File: src/rtl/lif_neuron.sv
// Leaky integrate-and-fire neuron: collects input spikes between timesteps, then
// leaks, integrates and fires once per rising edge of the divided clock tick.
module lif_neuron #(
  parameter int N_IN       = 4,
  parameter int W          = 8,
  parameter int POT_W      = 12,
  parameter int THRESHOLD  = 100,
  parameter int LEAK_SHIFT = 3,
  parameter int REFRACT    = 2
) (
  input  logic                    clk,
  input  logic                    rst,
  input  logic                    tick,
  input  logic [N_IN-1:0]         spike_in,
  input  logic [N_IN*W-1:0]       weights,
  output logic                    spike_out,
  output logic signed [POT_W-1:0] potential,
  output logic                    refractory
);

  localparam int SUM_W = W + $clog2(N_IN) + 1;
  localparam int VW    = POT_W + SUM_W;
  localparam int CNT_W = (REFRACT > 0) ? $clog2(REFRACT + 1) : 1;

  localparam logic signed [VW-1:0] POT_MAX = {{(SUM_W + 1){1'b0}}, {(POT_W - 1){1'b1}}};
  localparam logic signed [VW-1:0] POT_MIN = {{(SUM_W + 1){1'b1}}, {(POT_W - 1){1'b0}}};
  localparam logic signed [VW-1:0] THR_V   = VW'(THRESHOLD);

  typedef enum logic [0:0] {
    S_RUN  = 1'b0,
    S_REFR = 1'b1
  } state_t;

  state_t                    state_r;
  logic                      tick_q_r;
  logic [N_IN-1:0]           pend_r;
  logic [CNT_W-1:0]          refr_cnt_r;
  logic                      spike_out_r;
  logic                      refractory_r;
  logic signed [POT_W-1:0]   potential_r;

  logic                      step_s;
  logic [N_IN-1:0]           eff_s;
  logic signed [W-1:0]       w_s;
  logic signed [SUM_W-1:0]   sum_s;
  logic signed [POT_W-1:0]   leak_s;
  logic signed [VW-1:0]      v_next_s;
  logic signed [POT_W-1:0]   sat_s;
  logic signed [VW-1:0]      sat_ext_s;
  logic                      fire_s;

  assign spike_out  = spike_out_r;
  assign potential  = potential_r;
  assign refractory = refractory_r;

  // Step detection, weighted sum of the effective spike set, leak and saturation
  always_comb begin
    step_s = tick & ~tick_q_r;
    eff_s  = pend_r | spike_in;
    w_s    = '0;
    sum_s  = '0;
    for (int i = 0; i < N_IN; i++) begin
      w_s = weights[i*W +: W];
      if (eff_s[i]) begin
        sum_s = sum_s + {{(SUM_W - W){w_s[W-1]}}, w_s};
      end else begin
        sum_s = sum_s;
      end
    end
    leak_s   = potential_r >>> LEAK_SHIFT;
    v_next_s = {{SUM_W{potential_r[POT_W-1]}}, potential_r}
             - {{SUM_W{leak_s[POT_W-1]}}, leak_s}
             + {{POT_W{sum_s[SUM_W-1]}}, sum_s};
    if (v_next_s > POT_MAX) begin
      sat_s = POT_MAX[POT_W-1:0];
    end else if (v_next_s < POT_MIN) begin
      sat_s = POT_MIN[POT_W-1:0];
    end else begin
      sat_s = v_next_s[POT_W-1:0];
    end
    sat_ext_s = {{SUM_W{sat_s[POT_W-1]}}, sat_s};
    fire_s    = (sat_ext_s >= THR_V);
  end

  // Neuron FSM: pending-spike latch, membrane update, firing and refractory count
  always_ff @(posedge clk or negedge rst) begin
    if (!rst) begin
      state_r      <= S_RUN;
      tick_q_r     <= 1'b0;
      pend_r       <= '0;
      refr_cnt_r   <= '0;
      spike_out_r  <= 1'b0;
      refractory_r <= 1'b0;
      potential_r  <= '0;
    end else begin
      tick_q_r    <= tick;
      spike_out_r <= 1'b0;
      if (step_s) begin
        pend_r <= '0;
        case (state_r)
          S_RUN: begin
            if (fire_s) begin
              potential_r <= '0;
              spike_out_r <= 1'b1;
              if (REFRACT > 0) begin
                refr_cnt_r   <= CNT_W'(REFRACT);
                refractory_r <= 1'b1;
                state_r      <= S_REFR;
              end else begin
                refr_cnt_r   <= '0;
                refractory_r <= 1'b0;
                state_r      <= S_RUN;
              end
            end else begin
              potential_r <= sat_s;
            end
          end
          S_REFR: begin
            // The effective set is dropped here, so refractory input never carries over
            potential_r  <= '0;
            refr_cnt_r   <= refr_cnt_r - CNT_W'(1);
            refractory_r <= (refr_cnt_r != CNT_W'(1));
            if (refr_cnt_r == CNT_W'(1)) begin
              state_r <= S_RUN;
            end else begin
              state_r <= S_REFR;
            end
          end
          default: begin
            state_r      <= S_RUN;
            potential_r  <= '0;
            refr_cnt_r   <= '0;
            refractory_r <= 1'b0;
          end
        endcase
      end else begin
        pend_r <= pend_r | spike_in;
      end
    end
  end

endmodule

File: config.mk
export PLATFORM = sky130hd
export DESIGN_NAME = lif_neuron
export DESIGN_NICKNAME = d
export VERILOG_FILES = /design/src/rtl/lif_neuron.sv
export SDC_FILE = /design/constraint.sdc
export NUM_CORES = 1
export LEC_CHECK = 0
export CORE_ASPECT_RATIO = 0.5
export CORE_MARGIN = 2
export CORE_UTILIZATION = 45
export CTS_CLUSTER_SIZE = 8
export DETAILED_ROUTE_END_ITERATION = 16
export DONT_BUFFER_PORTS = 1
export PLACE_DENSITY_LB_ADDON = 0.1
export SETUP_SLACK_MARGIN = 0.3
export SYNTH_ARGS = -nofsm -noshare
export SYNTH_HDL_FRONTEND = slang
export SYNTH_SLANG_ARGS = --single-unit
File: constraint.sdc
create_clock -name clk -period 11.2 [get_ports clk]
set_clock_uncertainty 0.2 [all_clocks]
set_input_delay 1.12 -clock clk [delete_from_list [all_inputs] [get_ports clk]]
set_output_delay 1.12 -clock clk [all_outputs]
set_load 0.05 [all_outputs]
==> results of run 1 <==
-- Yosys cell counts (all sizes together), types with 8 or more instances --
library cell and instances:
a21o 10, a21oi 54, dfrtp 22, fa 14
ha 41, inv 49, nand2 37, nor2 45
o21ai 44, o22ai 8, xnor2 21, xor2 10
-- registers in the layout (all words and copies together) (netlist names) --
| register | count |
|---|---|
| pend_r | 4 |
| potential | 12 |
| refr_cnt_r | 2 |
| refractory | 1 |
| spike_out | 1 |
| state_r | 1 |
| tick_q_r | 1 |
-- final cells by class --
class | instances | share of cell area
Clock buffer | 3 | 0.0199
Clock inverter | 1 | 0.00795
Inverter | 49 | 0.0487
Multi-Input combinational cell | 371 | 0.738
Sequential cell | 22 | 0.146
Tap cell | 108 | 0.0358
Timing Repair Buffer | 2 | 0.00397
-- cell usage in the layout (no fill, tap or decap), types with 4 or more instances in the layout --
cell / instances
o21ai_0: 28
o21ai_1: 10
a21o_1: 10
o21bai_1: 6
dfrtp_1: 22
fa_1: 14
o21a_1: 6
nor2b_1: 6
and3_1: 4
xor2_1: 10
nor3_1: 4
o22ai_2: 5
xnor2_1: 21
o21ai_2: 6
nand2_1: 37
a21oi_1: 53
mux2_2: 4
nand2b_1: 5
nor2_1: 45
inv_1: 49
ha_1: 41
-- routing by layer --
metal  share of wire  vias to the layer above
li1                -                     1571
met1            0.47                     1464
met2            0.48                       58
met3           0.046                        6
met4          0.0068                        0
met5               0                        -
-- per-stage QoR --
stage | worst slack, ps | area [sq um] | hold slack [ps]
floorplan | 1800 | 3590 | 311
global placement | 1280 | 3670 | 348
detailed placement | 1050 | 3670 | 367
CTS | 1310 | 3780 | 336
global route | 700 | 3780 | 328
finish | 1250 | 3780 | 343
-- logic make-up after synthesis --
| group | Yosys count | share of synthesized area |
|---|---|---|
| AO/OA/AOI/OAI | 158 | 0.301 |
| AND/OR/NAND/NOR | 120 | 0.156 |
| buffers and inverters | 60 | 0.0714 |
| adder cells (fa/ha/maj) | 56 | 0.223 |
| XOR/XNOR | 31 | 0.0755 |
| flip-flops | 22 | 0.153 |
| multiplexers | 6 | 0.0191 |
-- final timing paths --
check	start	to	slack [ps]	cells after the start
setup / recovery	spike_in[0]	potential[3]	1250	40
hold / removal	rst	potential[5]	340	0
setup reg to reg	pend_r[0]	potential[3]	1660	40
hold reg to reg	refr_cnt_r[1]	refr_cnt_r[1]	370	2
max in group asynchronous	rst	potential[10]	10380	0
min in group clk	refr_cnt_r[1]	refr_cnt_r[1]	370	2
==> results.py, run 1 <==
metrics = {
    "global_routing": {
        "grt_max_degree": 23,
        "grt_pass1_wl_um": 14000,
        "antenna_found_initial": 0,
        "grt_overflow_total": 0,
        "grtUsageMet1": 0.259,
        "use_met3": 0.0404,
        "use_met2": 0.382,
        "track_usage": 0.205,
        "first_global_vias": 3041,
        "busiest_layer": "met2",
    },
    "synth": {
        "syn_inst": 453,
        "netlist_area_sq_mm": 0.00359,
        "netlist.area_leader.share": 0.153,
        "synth_area_per_cell_sq_um": 7.94,
        "yosysSeqAreaShare": 0.153,
        "yosysUniqueCellTypes": 61,
        "synth.top_cells.by_area": "dfrtp_1, ha_1, fa_1",
        "async_flop_share": 1.00,
        "synth_seq_cells": 22,
        "ys.flop_type": "dfrtp_1",
        "synth_edf_count": 0,
        "synth_top_area_cell": "dfrtp_1",
        "synth_nets": 547,
        "yosysWarnings": 0,
    },
    "routing": {
        "vias": 3099,
        "ant_nets": 0,
        "wl_per_cell_um": 15.4,
        "via_per_inst": 5.57,
        "wl_um": 8550,
        "initialDrtViolationCount": 149,
        "drtPass1Iterations": 4,
        "drt_drc_violations_left": 0,
    },
    "cells_and_area": {
        "layout-drive-gt1-share": 0.0915,
        "seqCellArea_sq_um": 551,
        "finalNonFillerCells": 556,
        "area_growth_pct": 5.08,
        "fillers": 766,
        "fin_util": 0.501,
        "multi_input_area_sq_mm": 0.00279,
        "nets": 543,
        "n_antenna_cell": 0,
    },
    "timing": {
        "rsz0062_at_grt": "no",
        "fmax_mhz": 100,
        "hold_viol": 0,
        "relSlewSlack": 0.381,
        "finalSetupViolations": 0,
        "fin_crit_ps": 9950,
        "drv_slew": 0,
        "fin_crit_sh": 0.889,
        "worst_pin_slew_ps": 918,
        "tns_ps": 0,
    },
    "clocking": {
        "cts_made_buffers": 3,
        "clk_pin_slew_ps": 70,
        "ctsHoldBuffers": 0,
        "htree_levels": 1,
        "cts_sinks": 22,
        "cts.path.max_buffers": 2,
        "cts_tree": "done",
        "ctsResizeCount": 0,
        "root_buffer": "clkbuf_16",
        "clock_latency_ps": 270,
        "post-cts-setup-buffers": 0,
    },
    "run_status": {
        "outcome": "complete, no violations",
    },
    "critical_path": {
        "slowest_delay_ps": 490,
        "critical_path_arrival_ps": 9940,
        "crit_path_start_kind": "input port",
        "worst_path_most_repeated_cell": "a21oi_1",
        "crit_buf_inv": 2,
        "worst-setup-path-type": "in2reg",
        "timing.critical_path.max_delay_family": "compound AO/OA/AOI/OAI gates",
        "critical_path.slowest_cell": "fa_1",
        "crit_required_ps": 11190,
        "path_max_fanout": 12,
        "end_kind": "register",
    },
    "floorplan": {
        "die_area_sq_mm": 0.00876,
        "start_util": 0.477,
        "die_height_um": 67.2,
        "io-pin-count": 53,
        "num_rows": 22,
        "coreArea_sq_mm": 0.00754,
        "die_x_um": 130,
    },
    "place": {
        "place_inst": 552,
        "port_buffers": 0,
        "dpl.hpwl_um": 7040,
        "gp_congestion": 0.911,
    },
    "min_path": {
        "min_path_type": "in2async",
    },
    "flow_run": {
        "drv_cap": 0,
    },
}
Power of run 1 is not shown: default switching activity piles up to over one toggle a cycle in this logic, so the estimate is an artifact.
==> inputs of run 2 (changes only) <==
--- a/config.mk
+++ b/config.mk
@@ -7,7 +7,7 @@
 export LEC_CHECK = 0
 export CORE_ASPECT_RATIO = 0.5
 export CORE_MARGIN = 2
-export CORE_UTILIZATION = 45
+export CORE_UTILIZATION = 51
 export CTS_CLUSTER_SIZE = 8
 export DETAILED_ROUTE_END_ITERATION = 16
 export DONT_BUFFER_PORTS = 1
==> results.py, run 2 (synthesis results as in run 1) <==
metrics = {
    "run_status": {
        "outcome": "complete, no violations",
    },
    "cells_and_area": {
        "layout-drive-gt1-share": 0.0915,
        "largest_reg_flops": 12,
        "n_antenna_cell": 0,
        "nets": 543,
        "area_growth_pct": 4.52,
        "final_cell_mix": "a21oi_1, inv_1, nor2_1",
        "final_common_cell": "a21oi_1",
    },
    "critical_path": {
        "crit_path_start": "spike_in[0]",
        "crit_path_start_kind": "input port",
        "critical_path_arrival_ps": 9920,
        "path_max_fanout": 12,
        "r2r_cells": 40,
        "critical_path.slowest_cell": "fa_1",
        "slowest_delay_ps": 490,
        "crit_buf_inv": 2,
        "crit_required_ps": 11180,
        "worst-setup-path-type": "in2reg",
        "reg2reg_from": "pend_r[0]",
        "crit_end": "potential[5]",
        "worst_path_most_repeated_cell": "a21oi_1",
        "timing.critical_path.max_delay_family": "compound AO/OA/AOI/OAI gates",
        "end_kind": "register",
        "cp.depth": 40,
        "reg2reg_slack_ps": 1680,
        "r2r-end": "potential[5]",
    },
    "timing": {
        "worst_pin_slew_ps": 785,
        "rsz0062_at_grt": "no",
        "hold_viol": 0,
        "fin_crit_sh": 0.888,
        "fmax_mhz": 101,
        "finalSetupViolations": 0,
        "drv_slew": 0,
        "relSlewSlack": 0.470,
        "tns_ps": 0,
        "fin_crit_ps": 9940,
    },
    "routing": {
        "via_per_inst": 5.68,
        "drt_drc_violations_left": 0,
        "wl_per_cell_um": 15.1,
        "initialDrtViolationCount": 142,
        "wl_um": 8160,
        "vias": 3069,
        "ant_nets": 0,
        "drtPass1Iterations": 4,
    },
    "clocking": {
        "post-cts-setup-buffers": 0,
        "ctsHoldBuffers": 0,
        "cts_tree": "done",
        "cts_sinks": 22,
        "clk_pin_slew_ps": 70,
        "root_buffer": "clkbuf_16",
        "cts.path.max_buffers": 2,
        "clock_latency_ps": 260,
        "ctsResizeCount": 0,
        "cts_made_buffers": 3,
        "htree_levels": 1,
    },
    "floorplan": {
        "die_height_um": 63.4,
        "num_rows": 21,
        "die_area_sq_mm": 0.00778,
        "start_util": 0.532,
        "die_x_um": 123,
        "coreArea_sq_mm": 0.00675,
        "io-pin-count": 53,
    },
    "global_routing": {
        "first_global_vias": 3076,
        "antenna_found_initial": 0,
        "grt_overflow_total": 0,
        "grt_max_degree": 23,
        "track_usage": 0.218,
        "grt_pass1_wl_um": 13700,
    },
    "place": {
        "dpl.hpwl_um": 6820,
        "port_buffers": 0,
        "gp_congestion": 0.894,
    },
    "flow_run": {
        "drv_cap": 0,
    },
    "min_path": {
        "min_path_type": "in2async",
    },
}
run 2: cell counts in the layout (fill, tap and decap cells not counted):
Identical to the previous run, type by type.
run 2: routing by layer:
metal / up-vias / GRT usage / wire length [um]
met3: 10 / 0.0399 / 424
met1: 1424 / 0.287 / 3880
met5: - / 0 / 0
li1: 1574 / - / -
met4: 0 / 0.0330 / 87
met2: 61 / 0.381 / 3770
run 2: through the flow:
stage          worst slack (ps)  std cells   util  hold WS [ps]  instance area, sq um
6_report                   1260        540  0.556           345                  3760
5_1_grt                     672        540  0.556           332                  3760
4_1_cts                    1290        540  0.556           341                  3760
3_5_place_dp               1060        536  0.541           347                  3650
3_3_place_gp               1270        536  0.541           347                  3650
2_1_floorplan              1800        453      -           311                  3590
run 2: cell type report:
class                   instances  area, sq um
inverters                      49          184
fillers                       630         3000
clock inverters                 1         30.0
multi-input cells             371         2790
flip-flops and latches         22          551
repair buffers                  2         15.0
clock buffers                   3         75.1
well taps                      92          115
run 2: how the worst min path moves through the flow:
stage | to | cells after the start
floorplan | pend_r[2] | 2
global placement | pend_r[2] | 2
detailed placement | pend_r[2] | 2
CTS | tick_q_r | 0
global route | tick_q_r | 0
finish | tick_q_r | 0
Power of run 2 is left out for the same reason.
